## config.mk

```make
export PLATFORM = sky130hd
export DESIGN_NAME = pot_mac_sequencer
export DESIGN_NICKNAME = d
export VERILOG_FILES = /design/src/rtl/pot_mac_pkg.sv /design/src/rtl/unsigned_pot_shift.sv /design/src/rtl/pot_mac_sequencer.sv
export SDC_FILE = /design/constraint.sdc
export NUM_CORES = 1
export LEC_CHECK = 0
export ABC_AREA = 1
export BUFFER_PORTS_ARGS = -buffer_cell sky130_fd_sc_hd__buf_2
export CORE_ASPECT_RATIO = 0.9
export CORE_MARGIN = 2
export CORE_UTILIZATION = 52
export DETAILED_ROUTE_END_ITERATION = 10
export GPL_TIMING_DRIVEN = 0
export PLACE_DENSITY = 0.73
export SLEW_MARGIN = 25
export SYNTH_ARGS = -nofsm -noshare
export SYNTH_HDL_FRONTEND = slang
export SYNTH_SLANG_ARGS = --single-unit
```

## constraint.sdc

```tcl
create_clock -name clk -period 10.2 [get_ports clk]
set_clock_uncertainty 0.1 [all_clocks]
set_input_delay 2.04 -clock clk [delete_from_list [all_inputs] [get_ports clk]]
set_output_delay 2.04 -clock clk [all_outputs]
set_load 0.02 [all_outputs]
```

## src/rtl/pot_mac_pkg.sv

```systemverilog
// Shared types, width helpers and saturating arithmetic for the
// power-of-two MAC sequencer.
package pot_mac_pkg;

    // Job sequencing states
    typedef enum logic [1:0] {
        IDLE  = 2'd0,
        ACCUM = 2'd1,
        DONE  = 2'd2
    } state_t;

    // Width used for intermediate arithmetic so any accumulator up to 63 bits
    // can be added without losing the carry out of the top bit.
    localparam int CALC_WIDTH = 64;

    // Default accumulator width, used for the ACC_MAX/ACC_MIN constants below.
    localparam int DEFAULT_ACC_BIT_WIDTH = 16;

    // Result of a saturating add: clamped value plus a flag saying a clamp happened.
    typedef struct packed {
        logic               sat;
        logic signed [63:0] value;
    } sat_result_t;

    // Signed product width: the unsigned activation shifted left by at most
    // 2**(w_w-1)-1 places, plus one sign bit.
    function automatic int prod_width(input int in_w, input int w_w);
        return in_w + (1 << (w_w - 1));
    endfunction

    // Largest positive value representable in a w-bit two's complement word.
    function automatic logic signed [63:0] acc_max(input int w);
        return (64'sd1 <<< (w - 1)) - 64'sd1;
    endfunction

    // Most negative value representable in a w-bit two's complement word.
    function automatic logic signed [63:0] acc_min(input int w);
        return -(64'sd1 <<< (w - 1));
    endfunction

    localparam logic signed [63:0] ACC_MAX = acc_max(DEFAULT_ACC_BIT_WIDTH);
    localparam logic signed [63:0] ACC_MIN = acc_min(DEFAULT_ACC_BIT_WIDTH);

    // Adds two sign-extended operands and clamps the sum into a w-bit signed
    // range; the sat flag reports whether either bound was hit.
    function automatic sat_result_t sat_add(input logic signed [63:0] a,
                                            input logic signed [63:0] b,
                                            input int                 w);
        sat_result_t        result;
        logic signed [64:0] sum;
        logic signed [64:0] max_v;
        logic signed [64:0] min_v;
        sum          = 65'(a) + 65'(b);
        max_v        = 65'(acc_max(w));
        min_v        = 65'(acc_min(w));
        result.sat   = 1'b0;
        result.value = 64'(sum);
        if (sum > max_v) begin
            result.sat   = 1'b1;
            result.value = 64'(max_v);
        end else if (sum < min_v) begin
            result.sat   = 1'b1;
            result.value = 64'(min_v);
        end
        return result;
    endfunction

endpackage

```

## src/rtl/unsigned_pot_shift.sv

```systemverilog
// Power-of-two multiplier: an unsigned activation times a weight whose MSB
// is a sign and whose low bits are a left-shift exponent. Purely combinational.
module unsigned_pot_shift #(
    parameter int INPUT_BIT_WIDTH  = 4,
    parameter int WEIGHT_BIT_WIDTH = 4,
    parameter int OUTPUT_BIT_WIDTH = INPUT_BIT_WIDTH + (1 << (WEIGHT_BIT_WIDTH - 1))
) (
    input  logic        [INPUT_BIT_WIDTH-1:0]  data,
    input  logic        [WEIGHT_BIT_WIDTH-1:0] weight,
    output logic signed [OUTPUT_BIT_WIDTH-1:0] result
);

    logic [OUTPUT_BIT_WIDTH-1:0] magnitude;
    logic [OUTPUT_BIT_WIDTH-1:0] shifted;

    // Widen, shift by the exponent, then apply the sign; a negative zero
    // weight naturally yields zero because -0 == 0.
    always_comb begin
        magnitude = {{(OUTPUT_BIT_WIDTH - INPUT_BIT_WIDTH){1'b0}}, data};
        shifted   = magnitude << weight[WEIGHT_BIT_WIDTH-2:0];
        if (weight[WEIGHT_BIT_WIDTH-1]) begin
            result = -$signed(shifted);
        end else begin
            result = $signed(shifted);
        end
    end

endmodule

```

## src/rtl/pot_mac_sequencer.sv

```systemverilog
// Dot-product sequencer: accepts a job length, streams activation/weight
// pairs through one shared power-of-two multiplier, accumulates the signed
// products with saturation and presents the result on a valid/ready port.
module pot_mac_sequencer
    import pot_mac_pkg::*;
#(
    parameter int INPUT_BIT_WIDTH  = 4,
    parameter int WEIGHT_BIT_WIDTH = 4,
    parameter int PROD_BIT_WIDTH   = prod_width(INPUT_BIT_WIDTH, WEIGHT_BIT_WIDTH),
    parameter int ACC_BIT_WIDTH    = 16,
    parameter int LEN_WIDTH        = 8
) (
    input  logic                        clk,
    input  logic                        rst_n,
    input  logic                        start,
    input  logic        [LEN_WIDTH-1:0] len,
    input  logic                        abort,
    output logic                        busy,
    input  logic                        in_valid,
    output logic                        in_ready,
    input  logic  [INPUT_BIT_WIDTH-1:0] in_data,
    input  logic [WEIGHT_BIT_WIDTH-1:0] in_weight,
    output logic                        out_valid,
    input  logic                        out_ready,
    output logic signed [ACC_BIT_WIDTH-1:0] out_acc,
    output logic                        out_sat
);

    state_t state;
    state_t state_next;

    logic signed [ACC_BIT_WIDTH-1:0]  acc;
    logic signed [ACC_BIT_WIDTH-1:0]  acc_next;
    logic                             sat;
    logic                             sat_next;
    logic        [LEN_WIDTH-1:0]      count;
    logic        [LEN_WIDTH-1:0]      count_next;
    logic signed [PROD_BIT_WIDTH-1:0] product;
    sat_result_t                      add_res;

    // The single shared multiplier; its result feeds the accumulator adder.
    unsigned_pot_shift #(
        .INPUT_BIT_WIDTH  (INPUT_BIT_WIDTH),
        .WEIGHT_BIT_WIDTH (WEIGHT_BIT_WIDTH),
        .OUTPUT_BIT_WIDTH (PROD_BIT_WIDTH)
    ) u_shift (
        .data   (in_data),
        .weight (in_weight),
        .result (product)
    );

    // Candidate accumulator update: both operands sign-extended before the
    // clamped add so overflow is detected rather than wrapping.
    assign add_res = sat_add(64'(acc), 64'(product), ACC_BIT_WIDTH);

    // Handshake outputs are decoded purely from the current state.
    assign busy      = (state != IDLE);
    assign in_ready  = (state == ACCUM);
    assign out_valid = (state == DONE);
    assign out_acc   = acc;
    assign out_sat   = sat;

    // State, accumulator, sticky saturation flag and remaining-pair counter.
    always_ff @(posedge clk) begin
        if (!rst_n) begin
            state <= IDLE;
            acc   <= '0;
            sat   <= 1'b0;
            count <= '0;
        end else begin
            state <= state_next;
            acc   <= acc_next;
            sat   <= sat_next;
            count <= count_next;
        end
    end

    // Next-state and datapath update; abort takes priority over every
    // handshake and over start, and simply drops the job in progress.
    always_comb begin
        state_next = state;
        acc_next   = acc;
        sat_next   = sat;
        count_next = count;
        if (abort) begin
            state_next = IDLE;
        end else begin
            case (state)
                IDLE: begin
                    if (start) begin
                        acc_next = '0;
                        sat_next = 1'b0;
                        if (len != '0) begin
                            count_next = len;
                            state_next = ACCUM;
                        end else begin
                            state_next = DONE;
                        end
                    end
                end
                ACCUM: begin
                    if (in_valid) begin
                        acc_next   = ACC_BIT_WIDTH'(add_res.value);
                        sat_next   = sat | add_res.sat;
                        count_next = count - LEN_WIDTH'(1);
                        if (count == LEN_WIDTH'(1)) begin
                            state_next = DONE;
                        end
                    end
                end
                DONE: begin
                    if (out_ready) begin
                        state_next = IDLE;
                    end
                end
                default: begin
                    state_next = IDLE;
                end
            endcase
        end
    end

endmodule
```

==> results of run 1 <==
==> flip-flops by register name (all words and copies together) (netlist names) <==
name and cells:
count 8, state 2, out_sat 1, out_acc 16
==> cell families after synthesis <==
kind of cell | share of synthesized area (%)
adders and majority gates | 9.30
buffers and inverters | 9.71
and+or+nand+nor | 43.5
DFF | 19.5
AOI/OAI and AO/OA | 12.3
xor gates and xnor gates | 5.69
==> cell usage after synthesis (3+ instances only) <==
cell | count | area [um^2]
inv_2 | 6 | 22.5
nor2_1 | 58 | 218
ha_1 | 19 | 238
a21oi_1 | 22 | 110
clkbuf_1 | 4 | 15.0
o21ai_0 | 21 | 105
or2_2 | 3 | 18.8
dfxtp_1 | 27 | 541
inv_1 | 50 | 188
nand3_1 | 19 | 95.1
o21ai_1 | 4 | 20.0
nand2_2 | 11 | 68.8
xnor2_1 | 10 | 87.6
xor2_1 | 8 | 70.1
nand2_1 | 155 | 582
nand2_4 | 4 | 45.0
a21oi_2 | 3 | 26.3
nor2_2 | 11 | 68.8
a31oi_1 | 4 | 25.0
==> layout by cell type, fill, tap and decap left out, drive strengths merged, types with 4 or more instances in the layout <==
cell | Yosys | final
nand3 | 21 | 21
inv | 56 | 57
nor2 | 69 | 69
nor3 | 4 | 4
a31oi | 4 | 4
o21ai | 27 | 27
clkbuf | 4 | 7
dfxtp | 27 | 27
ha | 19 | 19
xor2 | 8 | 8
buf | 3 | 43
a21oi | 25 | 25
or2 | 5 | 5
xnor2 | 10 | 10
nand2 | 170 | 170
==> power by group through the flow <==
stage | registers, mW | logic, mW | clock network [mW]
global placement | 0.116 | 0.122 | 0
global route | 0.115 | 0.143 | 0.0743
detailed placement | 0.117 | 0.124 | 0
floorplan | 0.118 | 0.0952 | 0
finish | 0.114 | 0.125 | 0.0698
CTS | 0.114 | 0.125 | 0.0700
==> tightest hold or removal path, delay by kind of cell (launching register included) <==
kind / cells / cell delay [ns]
AOI/OAI and AO/OA: 1 / 0.05
DFF: 1 / 0.34
and+or+nand+nor: 1 / 0.06
==> metal layers <==
layer	up-vias	track usage (%)	share of wire (%)	wire (um)
li1	1562	-	-	-
met1	1278	32.5	51	3340
met2	56	36.5	43	2790
met3	12	3.19	3.9	251
met4	0	7.91	2.1	139
met5	-	0	0	0
==> layout make-up <==
cell class / instances / area (um^2)
multi-input cells: 374 / 1960
repair buffers: 40 / 200
clock inverters: 1 / 8.76
clock buffers: 3 / 41.3
well taps: 67 / 83.8
fillers: 525 / 2090
plain buffers: 7 / 51.3
flip-flops and latches: 27 / 541
inverters: 58 / 218
==> metrics by stage <==
| step | std cells | worst slack [ns] | util [%] | cell area, um^2 | hold WS [ns] |
|---|---|---|---|---|---|
| 2_1_floorplan | 466 | 5.42 | - | 2770 | 0.352 |
| 3_3_place_gp | 573 | 5.00 | 58.8 | 3060 | 0.371 |
| 3_5_place_dp | 573 | 4.95 | 58.8 | 3060 | 0.372 |
| 4_1_cts | 577 | 5.25 | 59.8 | 3110 | 0.390 |
| 5_1_grt | 577 | 4.89 | 59.8 | 3110 | 0.429 |
| 6_report | 577 | 5.25 | 59.8 | 3110 | 0.393 |
==> worst max path at each step <==
stage	from	endpoint	slack, ns	cells after the start
after floorplan	in_weight[2]	out_acc[12]	5.42	21
after global placement	in_weight[0]	out_acc[4]	5.00	23
after global routing	in_weight[0]	out_acc[5]	4.89	23
after CTS	in_weight[0]	out_acc[5]	5.25	23
final	in_weight[0]	out_acc[4]	5.25	23
after detailed placement	in_weight[0]	out_acc[3]	4.95	23
==> results by group, run 1 <==
Timing
  • Least-Margin Pin Slew: ~0.5 ns
  • Final Cycle Share: 48.6%
  • F_max: slightly above 200 MHz
  • Setup TNS: 0 ns
  • Minimum clock period: 4.95 ns
  • Max-slew violations: 0
  • RSZ-0062 raised after global routing: no
  • Max-slew headroom: 66.2%
  • Final Hold Viols: 0
  • Setup violations, final: 0

Pwr
  • Total chip power: 0.309 mW
  • Internal power: ~0.18 mW
  • Worst VDD drop: 65.2 uV
  • Switch share: about 40%
  • Register share of total power: 37.0%
  • Leakage power: 1.73 nW
  • Cell Pwr Density: 99.5 nW/um^2
  • Combinational power share: 40.4%
  • P_sw: 0.126 mW
  • Clk pwr share: between 20% and 30%

Min path
  • Worst Min Path Start: out_acc[15]
  • Hold Path End: out_acc[15]
  • Worst min path class: flop to flop
  • Hold path cells: 2

Yosys
  • Avg Cell Area, Syn: 5.95 um^2
  • Async SR Flop Fraction: 0%
  • Yosys cell types: 36
  • Number of flops mapped to enable cells by yosys: 0
  • Synthesized Nets: slightly above 500
  • Synth Instances: 466
  • Syn. warnings: 0
  • Post-synthesis sequential area ratio: 19.5%
  • Mapped cell area: 2770 um^2
  • Most common flop cell mapped by yosys: dfxtp_1
  • Register bit total from synthesis: 27

Clock tree
  • Longest Clk Path Bufs: 2
  • CTS root buf: clkbuf_8
  • Post-CTS setup buffers: 0
  • Clock slew at reported path FFs: approximately 0.11 ns
  • Post-CTS sizing: 0
  • Clock Latency Late Sink: about 0.29 ns
  • Num CTS Buffers: 3
  • Hold_buf cts: 0
  • CTS Sinks: 27
  • CTS tree: yes
  • H-tree levels: 1

Critical path
  • Critical path capture point type: flop
  • Critical path's slowest cell: ha_1
  • Most frequent CP cell: nand2_1
  • Slowest stage delay, CP: roughly 0.34 ns
  • Buf+Inv Stages, Crit Path: 3
  • Setup crit start kind: primary input
  • WS Path Type: primary input to flop
  • Reg-to-reg endpoint: out_acc[4]
  • RR Startpoint: out_acc[0]
  • R2R Setup Slk: a little under 8 ns
  • Critical Path RT: approximately 10 ns
  • Top delay family on crit path: simple AND/OR/NAND/NOR gates
  • Worst-path fanout max: 10
  • Worst Reg2Reg Path Length in Cells: 18
  • Critical-path cell list: buf_2 -> inv_2 -> o21ai_0 -> nor2_1 -> nand2_1 -> ha_1 -> nand3_1 -> o21ai_2 -> nand3_1 -> nand2_1 -> nand2_1 -> ha_1 -> a21oi_1 -> nand2_1 -> a21oi_2 -> nand2_2 -> nand2_1 -> nand2_2 -> nand3_2 -> buf_6 -> nand2_1 -> nor2_1 -> nor2_1
  • WP data arrival: roughly 5 ns

Route
  • Final wirelength: roughly 6500 um
  • DRT iter0 DRCs: ~170
  • WL per Instance: about 11 um
  • Vias/cell: between 5 and 6
  • First-pass detailed-route iteration total: 4
  • Drt drc: 0
  • Routed Antenna Nets: 0
  • Vias: 2908

Placed design
  • DP HPWL: roughly 5200 um
  • IO buf count: 40
  • Final GP Congestion: 0.907

Floorplanning
  • Core Area: slightly above 5000 um^2
  • # rows: 25
  • Full die area: ~5900 um^2
  • Io pins: between 40 and 50
  • Die Wd: approximately 80 um
  • Die Y-Extent: roughly 73 um
  • Initial Util: between 50% and 60%

Final layout
  • Area grow syn2layout: 12.1%
  • N_diodes: 0
  • Fin nets: around 550
  • Layout cells sized above 1: between 10% and 20%

Run status
  • Status: completed

Global routing
  • First-pass GRT wire length: between 10000 and 15000 um
  • Initial antenna violation count: 0
  • Tot GR Track Use: a little under a quarter
  • GR Overflow Total: 0
  • Pin count of the biggest net entering global routing: 18
  • Vias in the first global route: 2543

Job
  • Max cap viols: 0
(Power assumes the default switching activity.)
==> inputs of run 2 (changes only) <==
- PLACE_DENSITY: 0.73 -> 0.76
- clock period: 10.2 -> 4.19 ns (I/O delays scaled with it)
==> run 2 against run 1 <==
Effect of this change:
- sequential power is 140% higher
- die area unchanged
- cell area is essentially flat
- global-route usage up 0.52 points
- combinational power increased by 140%
- power up 140%
- utilization hardly changed
- clock power is 130% higher
- cell count did not move
- count of clock-buffer cells in the layout stayed put
- critical path depth unchanged
- critical path type unchanged
- largest power group unchanged
==> results by group, run 2 (synthesis gave the netlist of run 1 again) <==
Placed design
  • Post-DP Area: 3060 um^2 (unchanged)
  • DP HPWL: 5450 um (+3.9%)
  • IO buf count: 40 (unchanged)
  • Placed cells: 573 (unchanged)
  • Final GP Congestion: 0.887 (-2.3%)

Global routing
  • Tot GR Track Use: 23.7% (+0.52 points)
  • Pin count of the biggest net entering global routing: 17 (-1)
  • First-pass GRT wire length: 11200 um (+2.7%)
  • GR Overflow Total: 0 (unchanged)
  • Initial antenna violation count: 0 (unchanged)
  • Vias in the first global route: 2476 (-2.6%)

Critical path
  • Critical path capture point type: flop
  • Worst Reg2Reg Path Length in Cells: 18 (unchanged)
  • Worst-path fanout max: 10 (unchanged)
  • Critical Path RT: 4.26 ns (-6.01 ns)
  • Setup crit start kind: primary input
  • WP data arrival: 3.85 ns (-1.17 ns)
  • WS Path Type: primary input to flop

Timing
  • Least-Margin Pin Slew: 0.515 ns (+0.00867 ns)
  • Final Hold Viols: 0 (unchanged)
  • F_max: between 200 and 300 MHz
  • Setup violations, final: 0 (unchanged)
  • RSZ-0062 raised after global routing: no
  • Max-slew headroom: 65.6% (-0.58 points)
  • Final Cycle Share: around 90%
  • Setup TNS: 0 ns (unchanged)
  • Max-slew violations: 0 (unchanged)
  • Minimum clock period: 3.78 ns
  • Hold Worst Slack: 0.385 ns (-0.00804 ns)

Final layout
  • Fin nets: 553 (unchanged)
  • N_diodes: 0 (unchanged)
  • Final core utilization: 59.8% (about the same)
  • Layout cells sized above 1: 17.8% (unchanged)
  • Area grow syn2layout: 12.0% (about the same)
  • Design area: 3100 um^2 (about the same)
  • Max FFs per register: 16 (unchanged)
  • Commonest non-fill, non-tap cells in the layout: nand2_1 (155), nor2_1 (58), inv_1 (50)
  • Most common cell after layout, fill and taps aside: nand2_1
  • Non-Filler Instances: 577 (unchanged)

Pwr
  • Switch share: 40.6% (-0.051 points)
  • P_sw: 0.304 mW (+140%)
  • Combinational power share: 40.9% (+0.5 points)
  • Clk pwr share: 21.9% (-0.7 points)
  • Internal power: 0.444 mW (+140%)
  • Cell Pwr Density: 241 nW/um^2 (+140%)
  • Register share of total power: 37.2% (+0.2 points)
  • Worst VDD drop: 177 uV (+170%)
  • Leakage power: 1.73 nW (-0.25%)

Route
  • DRT iter0 DRCs: 123 (-27%)
  • Vias/cell: 5.01 (-0.65%)
  • Vias: 2889 (-0.65%)
  • Drt drc: 0 (unchanged)
  • Final wirelength: 6640 um (+1.9%)
  • WL per Instance: 11.5 um (+1.9%)
  • Routed Antenna Nets: 0 (unchanged)
  • First-pass detailed-route iteration total: 4 (unchanged)

Clock tree
  • CTS root buf: clkbuf_8
  • Clock Latency Late Sink: 0.29 ns (about the same)
  • Hold_buf cts: 0 (unchanged)
  • Post-CTS setup buffers: 0 (unchanged)
  • Post-CTS sizing: 0 (unchanged)
  • Clock slew at reported path FFs: 0.11 ns (about the same)
  • CTS Sinks: 27 (unchanged)
  • CTS tree: yes
  • H-tree levels: 1 (unchanged)
  • Longest Clk Path Bufs: 2 (unchanged)
  • Num CTS Buffers: 3 (unchanged)

Floorplanning
  • Die Wd: 81.0 um (unchanged)
  • Io pins: 42 (unchanged)
  • Die Y-Extent: 73.3 um (unchanged)
  • Core Area: 5190 um^2 (unchanged)
  • Initial Util: 53.4% (unchanged)
  • # rows: 25 (unchanged)
  • Full die area: 5930 um^2 (unchanged)

Job
  • Max cap viols: 0 (unchanged)

Min path
  • Hold path cells: 2 (unchanged)
  • Worst min path class: flop to flop

Run status
  • Status: completed
## run 2: changes by cell type in the layout (fill, tap and decap cells not counted)
cell,change
clkinvlp_4,+1
inv_6,-1
## run 2: worst paths after layout
check / slack, ns / start / endpoint
setup / recovery: 0.41 / in_weight[0] / out_acc[7]
hold / removal: 0.39 / count[5] / count[5]
setup reg to reg: 1.64 / out_acc[0] / out_acc[7]
hold reg to reg: 0.39 / count[5] / count[5]
## run 2: final cells by class
class | instances | area [um^2]
fill | 542 | 2090
multi-input combinational | 374 | 1960
sequential | 27 | 541
inverter | 58 | 218
timing repair buffer | 40 | 200
tap | 67 | 83.8
buffer | 7 | 51.3
clock buffer | 3 | 41.3
clock inverter | 1 | 7.51
## run 2: through the flow
step           power, mW  worst slack (ns)
3_5_place_dp       0.588             0.152
2_1_floorplan      0.519             0.616
3_3_place_gp       0.580             0.191
5_1_grt            0.807            0.0421
6_report           0.747             0.413
4_1_cts            0.751             0.455
## run 2: power by group through the flow
stage                     clock network, mW  logic, mW  registers [mW]
after CTS                             0.168      0.305           0.278
final                                 0.164      0.305           0.278
after global routing                  0.178      0.349           0.280
after detailed placement                  0      0.304           0.284
after floorplan                           0      0.232           0.287
after global placement                    0      0.296           0.284
## run 2: critical path, stage by stage
cell	delay [ns]
buf_2	0.12
inv_2	0.06
o21ai_0	0.22
nor2_1	0.09
nand2_1	0.11
ha_1	0.18
nand3_1	0.12
o21ai_2	0.27
nand3_1	0.12
nand2_1	0.07
nand2_1	0.07
ha_1	0.34
a21oi_1	0.21
nand2_1	0.10
a21oi_2	0.23
nand2_2	0.09
nand2_1	0.08
nand2_2	0.06
nand3_2	0.10
buf_6	0.15
nand2_1	0.06
nor2_1	0.11
nor2_1	0.05
## run 2: metal layers
metal  vias to the layer above  global-route usage (%)  share of wire (%)
met5                         -                       0                  0
met4                         0                    3.58               0.78
met3                         6                    3.19                3.8
met2                        54                    38.4                 44
met1                      1274                    34.2                 52
li1                       1555                       -                  -
